## config.mk

```make
export PLATFORM = sky130hd
export DESIGN_NAME = lock_controller
export DESIGN_NICKNAME = d
export VERILOG_FILES = /design/src/rtl/lock_pkg.sv /design/src/rtl/lock_entry_buffer.sv /design/src/rtl/lock_controller.sv
export SDC_FILE = /design/constraint.sdc
export NUM_CORES = 1
export LEC_CHECK = 0
export ABC_AREA = 1
export CORE_MARGIN = 4
export CORE_UTILIZATION = 30
export CTS_BUF_LIST = sky130_fd_sc_hd__clkbuf_16
export DETAILED_ROUTE_END_ITERATION = 16
export PLACE_DENSITY = 0.46
export SYNTH_ARGS = -nofsm -noshare
export SYNTH_HDL_FRONTEND = slang
export SYNTH_HIERARCHICAL = 1
export SYNTH_SLANG_ARGS = --single-unit
```

## constraint.sdc

```tcl
create_clock -name clk -period 2.2 [get_ports clk]
set_input_delay 0.44 -clock clk [delete_from_list [all_inputs] [get_ports clk]]
set_output_delay 0.44 -clock clk [all_outputs]
set_load 0.03 [all_outputs]
```

## src/rtl/lock_pkg.sv

```systemverilog
// Shared definitions for the digital lock: status bus encodings (also used by
// the 7-segment status decoder), FSM state encoding and the keypad digit width.
package lock_pkg;

  localparam int DIGIT_W = 4;

  localparam logic [1:0] STATUS_INIT     = 2'b00;
  localparam logic [1:0] STATUS_LOCKED   = 2'b01;
  localparam logic [1:0] STATUS_UNLOCKED = 2'b10;
  localparam logic [1:0] STATUS_BLANK    = 2'b11;

  typedef enum logic [1:0] {
    ST_INIT     = 2'b00,
    ST_LOCKED   = 2'b01,
    ST_UNLOCKED = 2'b10,
    ST_LOCKOUT  = 2'b11
  } lock_state_e;

  function automatic logic [1:0] state_status(input lock_state_e st);
    logic [1:0] s;
    case (st)
      ST_INIT:     s = STATUS_INIT;
      ST_LOCKED:   s = STATUS_LOCKED;
      ST_UNLOCKED: s = STATUS_UNLOCKED;
      ST_LOCKOUT:  s = STATUS_BLANK;
      default:     s = STATUS_INIT;
    endcase
    return s;
  endfunction

endpackage

```

## src/rtl/lock_entry_buffer.sv

```systemverilog
// Keypad entry buffer: shifts digits in at the LSB nibble, saturates at
// CODE_DIGITS (extra digits are dropped) and empties on flush.
module lock_entry_buffer
  import lock_pkg::*;
#(
  parameter int CODE_DIGITS = 4
) (
  input  logic                                 clk,
  input  logic                                 reset,
  input  logic [DIGIT_W-1:0]                   digit_i,
  input  logic                                 shift_i,
  input  logic                                 flush_i,
  output logic [CODE_DIGITS*DIGIT_W-1:0]       shreg_o,
  output logic [$clog2(CODE_DIGITS+1)-1:0]     count_o,
  output logic                                 full_o
);

  localparam int BUF_W = CODE_DIGITS * DIGIT_W;
  localparam int CNT_W = $clog2(CODE_DIGITS + 1);

  logic [BUF_W-1:0] shreg_q, shreg_d;
  logic [CNT_W-1:0] count_q, count_d;
  logic             full_s;

  assign full_s = (count_q == CNT_W'(CODE_DIGITS));

  // Next-state for the shift register and fill count; flush wins over shift.
  always_comb begin
    shreg_d = shreg_q;
    count_d = count_q;
    if (flush_i) begin
      shreg_d = '0;
      count_d = '0;
    end else if (shift_i && !full_s) begin
      shreg_d = (shreg_q << DIGIT_W) | BUF_W'(digit_i);
      count_d = count_q + CNT_W'(1);
    end else begin
      shreg_d = shreg_q;
      count_d = count_q;
    end
  end

  // Buffer and count registers with synchronous reset.
  always_ff @(posedge clk) begin
    if (reset) begin
      shreg_q <= '0;
      count_q <= '0;
    end else begin
      shreg_q <= shreg_d;
      count_q <= count_d;
    end
  end

  assign shreg_o = shreg_q;
  assign count_o = count_q;
  assign full_o  = full_s;

endmodule

```

## src/rtl/lock_controller.sv

```systemverilog
// Digital lock sequencer: stores a user code, compares entries against it,
// enforces a retry limit with a timed lockout and drives the status bus.
module lock_controller
  import lock_pkg::*;
#(
  parameter int CODE_DIGITS    = 4,
  parameter int MAX_TRIES      = 3,
  parameter int LOCKOUT_CYCLES = 100000000
) (
  input  logic                               clk,
  input  logic                               reset,
  input  logic [3:0]                         digit,
  input  logic                               digit_valid,
  input  logic                               enter,
  input  logic                               clear,
  output logic [1:0]                         status,
  output logic [$clog2(CODE_DIGITS+1)-1:0]   entry_count,
  output logic [$clog2(MAX_TRIES+1)-1:0]     fail_count
);

  localparam int BUF_W  = CODE_DIGITS * DIGIT_W;
  localparam int CNT_W  = $clog2(CODE_DIGITS + 1);
  localparam int FAIL_W = $clog2(MAX_TRIES + 1);
  localparam int LOCK_W = $clog2(LOCKOUT_CYCLES + 1);

  lock_state_e       state_q, state_d;
  logic [BUF_W-1:0]  code_q, code_d;
  logic [FAIL_W-1:0] fail_q, fail_d;
  logic [LOCK_W-1:0] lock_cnt_q, lock_cnt_d;
  logic [1:0]        status_q, status_d;

  logic [BUF_W-1:0]  entry_s;
  logic [CNT_W-1:0]  count_s;
  logic              full_s;
  logic              flush_s;
  logic              shift_s;
  logic              commit_s;
  logic              match_s;
  logic [FAIL_W-1:0] fail_inc_s;

  lock_entry_buffer #(
    .CODE_DIGITS (CODE_DIGITS)
  ) u_entry (
    .clk     (clk),
    .reset   (reset),
    .digit_i (digit),
    .shift_i (shift_s),
    .flush_i (flush_s),
    .shreg_o (entry_s),
    .count_o (count_s),
    .full_o  (full_s)
  );

  assign match_s    = full_s && (entry_s == code_q);
  assign fail_inc_s = fail_q + FAIL_W'(1);

  // Pulse decode: clear > enter > digit_valid, all ignored during lockout.
  always_comb begin
    flush_s  = 1'b0;
    shift_s  = 1'b0;
    commit_s = 1'b0;
    if (state_q == ST_LOCKOUT) begin
      flush_s  = 1'b0;
      shift_s  = 1'b0;
      commit_s = 1'b0;
    end else if (clear) begin
      flush_s  = 1'b1;
    end else if (enter) begin
      flush_s  = 1'b1;
      commit_s = 1'b1;
    end else begin
      shift_s  = digit_valid;
    end
  end

  // FSM next-state, stored code, failure count and lockout timer.
  always_comb begin
    state_d    = state_q;
    code_d     = code_q;
    fail_d     = fail_q;
    lock_cnt_d = lock_cnt_q;
    case (state_q)
      ST_INIT: begin
        if (commit_s && full_s) begin
          code_d  = entry_s;
          state_d = ST_LOCKED;
        end else begin
          state_d = ST_INIT;
        end
      end
      ST_LOCKED: begin
        if (commit_s && match_s) begin
          fail_d  = '0;
          state_d = ST_UNLOCKED;
        end else if (commit_s) begin
          fail_d = fail_inc_s;
          if (fail_inc_s == FAIL_W'(MAX_TRIES)) begin
            lock_cnt_d = LOCK_W'(LOCKOUT_CYCLES - 1);
            state_d    = ST_LOCKOUT;
          end else begin
            state_d = ST_LOCKED;
          end
        end else begin
          state_d = ST_LOCKED;
        end
      end
      ST_UNLOCKED: begin
        if (commit_s && (count_s == CNT_W'(0))) begin
          state_d = ST_LOCKED;
        end else if (commit_s && full_s) begin
          code_d  = entry_s;
          state_d = ST_LOCKED;
        end else begin
          state_d = ST_UNLOCKED;
        end
      end
      ST_LOCKOUT: begin
        if (lock_cnt_q == LOCK_W'(0)) begin
          fail_d  = '0;
          state_d = ST_LOCKED;
        end else begin
          lock_cnt_d = lock_cnt_q - LOCK_W'(1);
          state_d    = ST_LOCKOUT;
        end
      end
      default: begin
        state_d = ST_INIT;
      end
    endcase
    status_d = state_status(state_d);
  end

  // Control registers; status is registered from the next state.
  always_ff @(posedge clk) begin
    if (reset) begin
      state_q    <= ST_INIT;
      code_q     <= '0;
      fail_q     <= '0;
      lock_cnt_q <= '0;
      status_q   <= STATUS_INIT;
    end else begin
      state_q    <= state_d;
      code_q     <= code_d;
      fail_q     <= fail_d;
      lock_cnt_q <= lock_cnt_d;
      status_q   <= status_d;
    end
  end

  assign status      = status_q;
  assign entry_count = count_s;
  assign fail_count  = fail_q;

endmodule

```

## After elaboration in Yosys (flattened, before gate mapping)

Cells that the tools add are included.

- Logic and storage cells: 72
- Input bits: 9
- Flip-flop bits (word level): 68

- Equality and inequality tests: 16
- Multiplexer cells: 29
- Add/sub/neg operators: 3
- Bitwise operators: 1
- Reductions and logical operators: 16

Operators with widths:

| kind | number |
|---|---|
| 27-bit two-way mux | 4 |
| 27-bit one-hot mux with 2 select lines | 1 |
| 16-bit two-way mux | 2 |
| 16-bit one-hot mux with 2 select lines | 1 |
| 27-bit zero test | 1 |
| 27-bit by 1-bit subtractor with 27-bit output, second input constant | 1 |
| 2-bit two-way mux | 9 |
| 16-bit == test | 1 |
| 16-bit by 4-bit bitwise OR with 16-bit output | 1 |
| 2-bit one-hot mux with 4 select lines | 2 |
| 2-bit == test, second input constant | 5 |
| 2-bit inequality test, second input constant | 5 |
| 1-bit two-way mux | 9 |
| 1-bit logical AND | 5 |
| 5-bit AND reduction | 1 |
| 2-bit by 1-bit == test with 1-bit output, second input constant | 2 |
| 2-bit zero test | 2 |
| 2-bit one-hot mux with 2 select lines | 1 |
| 2-bit nonzero test | 2 |
| 3-bit by 1-bit adder with 3-bit output, second input constant | 1 |
| 3-bit == test, second input constant | 1 |
| 3-bit zero test | 1 |
| 3-bit inequality test, second input constant | 1 |
| 3-bit AND reduction | 1 |
| 5 further kinds | 5 |

## Logic depth before layout (Yosys ltp)

Gate-level depths: netlist (run 1).

- Word-level depth: 9
- Depth in mapped cells: 13

## Hierarchy

Netlist (run 1), hierarchy kept.

By module, submodules not included:

| module | times used | cells an instance | area each (um^2) | sequential area each (um^2) |
|---|---|---|---|---|
| lock_controller | 1 | 478 | 2980.4 | 980.9 |
| lock_entry_buffer | 1 | 133 | 1026.0 | 380.4 |

## Least setup slack after synthesis (run 1)

Ideal clock, no wire load.

- Kind: register -> register
- Start: reg u_entry.count_q[0] (netlist: u_entry/count_o[0])
- End: reg lock_cnt_q[11]
- Arrival time: 2.051 ns
- Setup time: 0.070 ns
- Clock period less this slack: 2.121 ns
- Cell stages (with the launch flop): 13
- Path slack: 0.079 ns
- Buffers on the path: 3
- Required time: 2.130 ns
- Cell sequence: dfxtp_1 > inv_1 > ha_1 > nand2_2 > buf_6 > buf_6 > inv_1 > nand2_1 > nor2_1 > nand4_2 > clkbuf_1 > nand3_1 > a21oi_1

- Word-level cells in the longest chain between the ends: 5

RTL lines:

| what | RTL line | source |
|---|---|---|
| start: declaration | lock_entry_buffer.sv:22 | `logic [CNT_W-1:0] count_q, count_d;` |
| start signal: assignment | lock_entry_buffer.sv:50 | `count_q <= count_d;` |
| 3-bit == test | lock_entry_buffer.sv:25 | `assign full_s = (count_q == CNT_W'(CODE_DIGITS));` |
| net full_s | lock_controller.sv:34 | `logic full_s;` |
| 1-bit logical AND | lock_controller.sv:54 | `assign match_s = full_s && (entry_s == code_q);` |
| 1-bit logical AND | lock_controller.sv:92 | `if (commit_s && match_s) begin` |
| 2-bit inequality test (no line) | -- |  |
| 5-bit AND reduction (no line) | -- |  |
| end signal: assignment | lock_controller.sv:145 | `lock_cnt_q <= lock_cnt_d;` |
| end: declaration | lock_controller.sv:29 | `logic [LOCK_W-1:0] lock_cnt_q, lock_cnt_d;` |

The timed path passes the listed nets, and every way through them passes these cells.
A chain may end at the register's enable or synchronous reset.

## Final worst setup path (run 1)

- Start: in enter
- End: reg lock_cnt_q[20]

- Word-level cells in the longest chain between the ends: 6
- Elaborated cells between the ends (all ways): 7
- Classes of those cells: eq/ne: 2; mux: 3; reduce/logical: 2

RTL lines:

| what | RTL line | source |
|---|---|---|
| start: declaration | lock_controller.sv:14 | `input logic enter,` |
| 1-bit two-way mux * | lock_controller.sv:68 | `end else if (enter) begin` |
| 1-bit two-way mux * | lock_controller.sv:66 | `end else if (clear) begin` |
| 1-bit two-way mux * | lock_controller.sv:62 | `if (state_q == ST_LOCKOUT) begin` |
| 1-bit logical AND | lock_controller.sv:92 |  |
| 2-bit inequality test (no line) | -- |  |
| 5-bit AND reduction (no line) * | -- |  |

Mark *: on every way between the ends. The rest lies on a longest branch, timed or not.

==> out/qor.yml, run 1 <==
use_met1_pct: 19.9
synth-edff-count: 0
ys_seq_area_share_pct: 34.0
maxCapViolCount: 0
antenna_found_initial: 0
cp.arrival_ns: 2.24
clk_pin_slew_ns: 0.06
n_fill_cell: 1446
die_h_um: 124
dpl.hpwl_um: 7000
final_layout_size_suffix_gt1_share_pct: 10.9
drt_iter0_drc: 217
grt-ovfl-total: 0
port-buffer-count: 15
synthArstFlopShare_pct: 0
first_pass_iters: 4
place.gp.congestion: 0.840
grt_pass1_wl_um: 17200
critPathTopFamily: "buffers and inverters"
track_usage_pct: 14.5
startpoint_type: "input port"
hold_depth: 2
path_class: "input port to register"
path_max_fanout: 11
initial_core_util_pct: 31.2
drt-total-wl_um: 10100
fin_util_pct: 36.0
whs_ns: 0.464
syn_nets: 625
n_antenna_cell: 0
dieWidth_um: 124
crit_path_end_kind: "register"
max_freq_mhz: 508
grtUsageMet3_pct: 3.06
netlist_instances: 611
hp-class: "register to register"
crit_slowest_cell: "clkdlybuf4s50_1"
cts_tree: "built"
insertion_delay_ns: 0.34
syn_avg_cell_area_um2: 6.56
yosysTopAreaCell: "dfxtp_1"
cts_buffers: 9
final_common_cell: "nand2_1"
grt_pass1_vias: 3478
drc: 0
ctsHoldBuffers: 0
htreeDepth: 3
max_stage_delay_ns: 0.45
root_buffer: "clkbuf_16"
wl_per_cell_um: 12.6
fin_crit_sh_pct: 89.5
syn_area_mm2: 0.00401
skew_ns: 0.00845
hold_violations: 0
synth.distinct_cells: 33
clock-sinks: 68
grt_max_degree: 39
ioPinCount: 16
peakVddDrop_v: 0.000255
status: "finished clean"
top_usage_layer: "met2"
worst_pin_slew_ns: 0.511
final_cell_mix: "nand2_1, nor2_1, dfxtp_1, nand3_1, inv_1"
rows: 41
synth_top_area_share_pct: 34.0
num-nets-final: 641
p_per_area_mw_per_mm2: 588
rsz0062_at_grt: "no"
slew_headroom_pct: 65.9
ys_seq_elements: 68
slew_violations: 0
worst-path-buf-inv: 6
drtAntennaViolNets: 0
cp.required_ns: 2.47
synthToLayoutAreaGrowth_pct: 15.3
core_mm2: 0.0128
die-area_mm2: 0.0153
met2_usage_pct: 22.0
synth_flop_cell: "dfxtp_1"
via_count: 3737
cp_cell_sequence: "clkdlybuf4s50_1, inv_1, nor3_4, buf_4, inv_2, nor2_2, inv_2, a21oi_4, buf_4, nand3_1, a21oi_1"
rr_worst_depth: 12
dp.cells: 788
synth_warnings: 6
vias_per_cell: 4.65
synthTopCellsByArea: "dfxtp_1, nand2_1, nor2_1"
fin_cells: 804
finalSetupViolCount: 0
cp.depth: 11
period_minus_slack_ns: 1.97
p_leak_nw: 2.01
clockBufferDepth: 2
-- worst register-to-register path, cell delays in order, from the launching register on --
cell     delay [ns]
dfxtp_1        0.34
inv_1          0.09
ha_1           0.21
inv_1          0.07
nor2_1         0.04
nand3_1        0.07
nor2_1         0.05
nand3_1        0.12
nand2_1        0.12
a21oi_4        0.26
buf_4          0.24
nand3_1        0.09
a21oi_1        0.16
-- synthesized netlist by cell type, types with 7 or more instances --
cell and number:
xor2_1 12, clkbuf_1 11, a21oi_2 8, nand3_1 67, nand3_2 10, inv_1 58, dfxtp_1 68, nor2_1 122
nand4_1 7, o21ai_0 23, nand2_1 128, buf_6 8, a21oi_1 43
-- final cells by class --
type / count / area, um^2 / share of cell area (%)
tap: 172 / 215 / 4.66
multi-input combinational: 454 / 2230 / 48.4
clock inverter: 7 / 46.3 / 1.00
timing repair buffer: 32 / 303 / 6.56
clock buffer: 9 / 225 / 4.88
inverter: 62 / 233 / 5.04
sequential: 68 / 1360 / 29.5
-- flip-flops by register name, summed over array words and instances (netlist names) --
register,count
lock_cnt_q,27
fail_count,2
u_entry/shreg_o,16
code_q,16
status,2
state_q,2
u_entry/count_o,3
-- worst paths after layout --
path / startpoint / to / slack [ns]
worst min-delay path: code_q[14] / code_q[14] / 0.46
worst min register to register: code_q[14] / code_q[14] / 0.46
worst max-delay path: enter / lock_cnt_q[20] / 0.23
worst max register to register: lock_cnt_q[0] / lock_cnt_q[20] / 0.29
-- timing repair --
action                     CTS  global route
buffers inserted             0             0
setup endpoints to repair    0             3
hold endpoints to repair     0             0
resized for setup            0             1
-- power breakdown --
group          switching (mW)  internal (mW)  total, mW  leakage, nW
combinational          0.0825         0.0595      0.142         1.32
sequential            0.00624           1.24       1.24        0.548
clock                   0.573          0.758       1.33        0.138
total                   0.661           2.05       2.72         2.01
-- cell families after synthesis --
group / share of synthesized area (%)
AOI/OAI and AO/OA: 10.7
xor gates and xnor gates: 3.72
and+or+nand+nor: 39.4
adders and majority gates: 1.56
buffers and inverters: 10.6
DFF: 34.0
-- layer usage --
metal  wire, um  share of wire, %
met1       5130                51
met2       4420                44
met3        375               3.7
met4        180               1.8
met5          0                 0
-- through the flow --
step                      total power, mW  instance area, um^2  setup slack [ns]  TNS [ns]
after floorplan                      1.37                 4010            0.0788         0
after global placement               1.41                 4340           -0.0784     -1.15
after detailed placement             1.41                 4340            -0.116     -2.48
after CTS                            2.77                 4610             0.240         0
after global routing                 2.85                 4620            0.0770         0
final                                2.72                 4620             0.231         0
(Power assumes the default switching activity.)
==> inputs of run 2 (changes only) <==
--- a/config.mk
+++ b/config.mk
@@ -6,11 +6,13 @@
 export NUM_CORES = 1
 export LEC_CHECK = 0
 export ABC_AREA = 1
+export CAP_MARGIN = 20
 export CORE_MARGIN = 4
 export CORE_UTILIZATION = 30
 export CTS_BUF_LIST = sky130_fd_sc_hd__clkbuf_16
 export DETAILED_ROUTE_END_ITERATION = 16
 export PLACE_DENSITY = 0.46
+export REMOVE_ABC_BUFFERS = 1
 export SYNTH_ARGS = -nofsm -noshare
 export SYNTH_HDL_FRONTEND = slang
 export SYNTH_HIERARCHICAL = 1
==> run 2 against run 1 <==
Sequential share of layout area down 0.59 points. Worst hold slack gained 0.0049 ns. First-iteration DRC count up 9.2%. Setup slack worse by 0.0049 ns. Core utilization is 0.74 points higher. Non-clock buffer count up 1. Sequential power hardly changed. Register-to-register slack worse by 0.06 ns. Global-route usage fell by 0.35 points. Routed wire length down 0.66%. Via count is 0.48% higher.
==> out/qor.yml, run 2 (synthesized netlist as in run 1, its figures left out) <==
status: "finished clean"
place.gp.congestion: 0.872  # +3.8%
reg2reg_slack_ns: 0.23  # -0.06 ns
ioPinCount: 16  # unchanged
clockBufferDepth: 2  # unchanged
slew_headroom_pct: 67.7  # +1.8 points
drc: 0  # unchanged
first_pass_iters: 4  # unchanged
n_antenna_cell: 0  # unchanged
p_leak_nw: 2.05  # +2.1%
rsz0062_at_grt: "no"
slew_violations: 0  # unchanged
crit_path_end_kind: "register"
grt_pass1_wl_um: 17000  # -1.2%
max_stage_delay_ns: 0.34  # -0.11 ns
path_max_fanout: 26  # +15
rr_endpoint: "lock_cnt_q[1]"
largest_reg_flops: 27  # unchanged
final_common_cell: "nand2_1"
die_h_um: 124  # unchanged
dp.cells: 789  # +0.13%
initial_core_util_pct: 31.2  # unchanged
hold_depth: 2  # unchanged
place_area_mm2: 0.00436  # +0.46%
cp.required_ns: 2.47  # about the same
clock-sinks: 68  # unchanged
maxCapViolCount: 0  # unchanged
synthToLayoutAreaGrowth_pct: 17.6
hp-start: "code_q[4]"
grt_pass1_vias: 3558  # +2.3%
fin_cells: 805  # +0.12%
cp.arrival_ns: 2.25  # about the same
fin_crit_sh_pct: 89.7  # +0.22 points
n_fill_cell: 1416  # -2.1%
grt-ovfl-total: 0  # unchanged
crit_slowest_cell: "dfxtp_1"
root_buffer: "clkbuf_16"
period_minus_slack_ns: 1.97  # +0.00494 ns
antenna_found_initial: 0  # unchanged
multi_input_area_mm2: 0.00223  # unchanged
vias_per_cell: 4.66  # +0.36%
grt_max_degree: 39  # unchanged
cp_common_cell: "nor2_1"
cts_buffers: 9  # unchanged
hp-class: "register to register"
fin_ws_ns: 0.226  # -0.00495 ns
hold_violations: 0  # unchanged
final_layout_size_suffix_gt1_share_pct: 11.4  # +0.46 points
die-area_mm2: 0.0153  # unchanged
fin_util_pct: 36.8  # +0.74 points
port-buffer-count: 15  # unchanged
design_area_mm2: 0.00471  # +2.1%
final_cell_mix: "nand2_1, nor2_1, dfxtp_1, nand3_1, inv_1"
core_mm2: 0.0128  # unchanged
cts_tree: "built"
drtAntennaViolNets: 0  # unchanged
worst_pin_slew_ns: 0.484  # -0.0263 ns
cp_cell_sequence: "inv_1, ha_1, inv_1, nor2_1, nand3_1, nor2_1, nand3_1, nand2_1, a21oi_4, nand2_8, inv_1, nor2_1, nor2_1"
r2r-start: "lock_cnt_q[0]"
path_class: "register to register"
via_count: 3755  # +0.48%
wl_per_cell_um: 12.5  # -0.79%
track_usage_pct: 14.1  # -0.35 points
num-nets-final: 642  # +0.16%
drt_iter0_drc: 237  # +9.2%
peakVddDrop_v: 0.000359  # +40%
insertion_delay_ns: 0.34  # about the same
dpl_worst_slack_ns: -0.166  # -0.0501 ns
htreeDepth: 3  # unchanged
rows: 41  # unchanged
whs_ns: 0.469  # +0.00486 ns
finalSetupViolCount: 0  # unchanged
dieWidth_um: 124  # unchanged
drt-total-wl_um: 10000  # -0.66%
p_per_area_mw_per_mm2: 657  # +12%
whs_endpoint: "code_q[4]"
skew_ns: 0.00712  # -0.00133 ns
largest_register: "lock_cnt_q"
startpoint_type: "register"
final-seq-area_mm2: 0.00136  # unchanged
rr_worst_depth: 13  # +1
dpl.hpwl_um: 6950  # -0.60%
clk_pin_slew_ns: 0.06  # about the same
max_freq_mhz: 507  # -0.25%
[run 2: cell count changes in the layout (fill, tap and decap cells not counted)]
| cell | before | now |
|---|---|---|
| buf_12 | 2 | 3 |
| bufinv_16 | 0 | 3 |
| inv_1 | 60 | 58 |
| clkinv_4 | 3 | 1 |
| inv_6 | 0 | 2 |
| clkinvlp_4 | 1 | 0 |
[run 2: worst max-delay path: cells and delay by family, from the launching register on]
family | cells | cell delay [ns]
compound gates | 1 | 0.31
flops | 1 | 0.34
buf+inv | 3 | 0.30
fa+ha+maj | 1 | 0.21
simple gates | 8 | 0.75
[run 2: repair_timing]
action                     CTS  global route
setup endpoints to repair    0             2
setup buffers                0             0
hold buffers                 0             0
gates resized for setup      0             1
[run 2: layout make-up]
class / count / share of cell area [%]
clock buffer: 9 / 4.78
clock inverter: 7 / 2.57
inverter: 62 / 4.94
multi-input combinational: 454 / 47.4
sequential: 68 / 28.9
tap: 172 / 4.57
timing repair buffer: 33 / 6.85
[run 2: through the flow]
stage / total power, mW / setup TNS (ns)
after floorplan: 1.36 / -27.41
after global placement: 1.41 / -1.66
after detailed placement: 1.42 / -3.77
after CTS: 3.15 / 0
after global routing: 3.21 / 0
final: 3.09 / 0
[run 2: worst max-delay path by stage]
stage                  startpoint             endpoint  cells past startpoint
floorplan              state_q[1]  u_entry/shreg_o[13]                      5
global route        lock_cnt_q[0]        lock_cnt_q[1]                     13
detailed placement          enter        lock_cnt_q[1]                     12
CTS                 lock_cnt_q[0]        lock_cnt_q[1]                     13
global placement            enter        lock_cnt_q[1]                     12
finish              lock_cnt_q[0]        lock_cnt_q[1]                     13
[run 2: power breakdown]
part	total, mW	leakage [nW]	switching [mW]	internal [mW]
Combinational	0.143	1.33	0.0826	0.0607
Clock	1.71	0.170	0.592	1.12
Sequential	1.24	0.548	0.00639	1.24
Total	3.09	2.05	0.681	2.41
[run 2: metal layers]
metal | global-route usage (%) | part of all wire [%] | vias to the layer above
met2 | 24.2 | 48 | 42
li1 | - | - | 1976
met5 | 0 | 0 | -
met4 | 5.19 | 1.6 | 0
met1 | 17.4 | 48 | 1727
met3 | 3.06 | 2.5 | 10
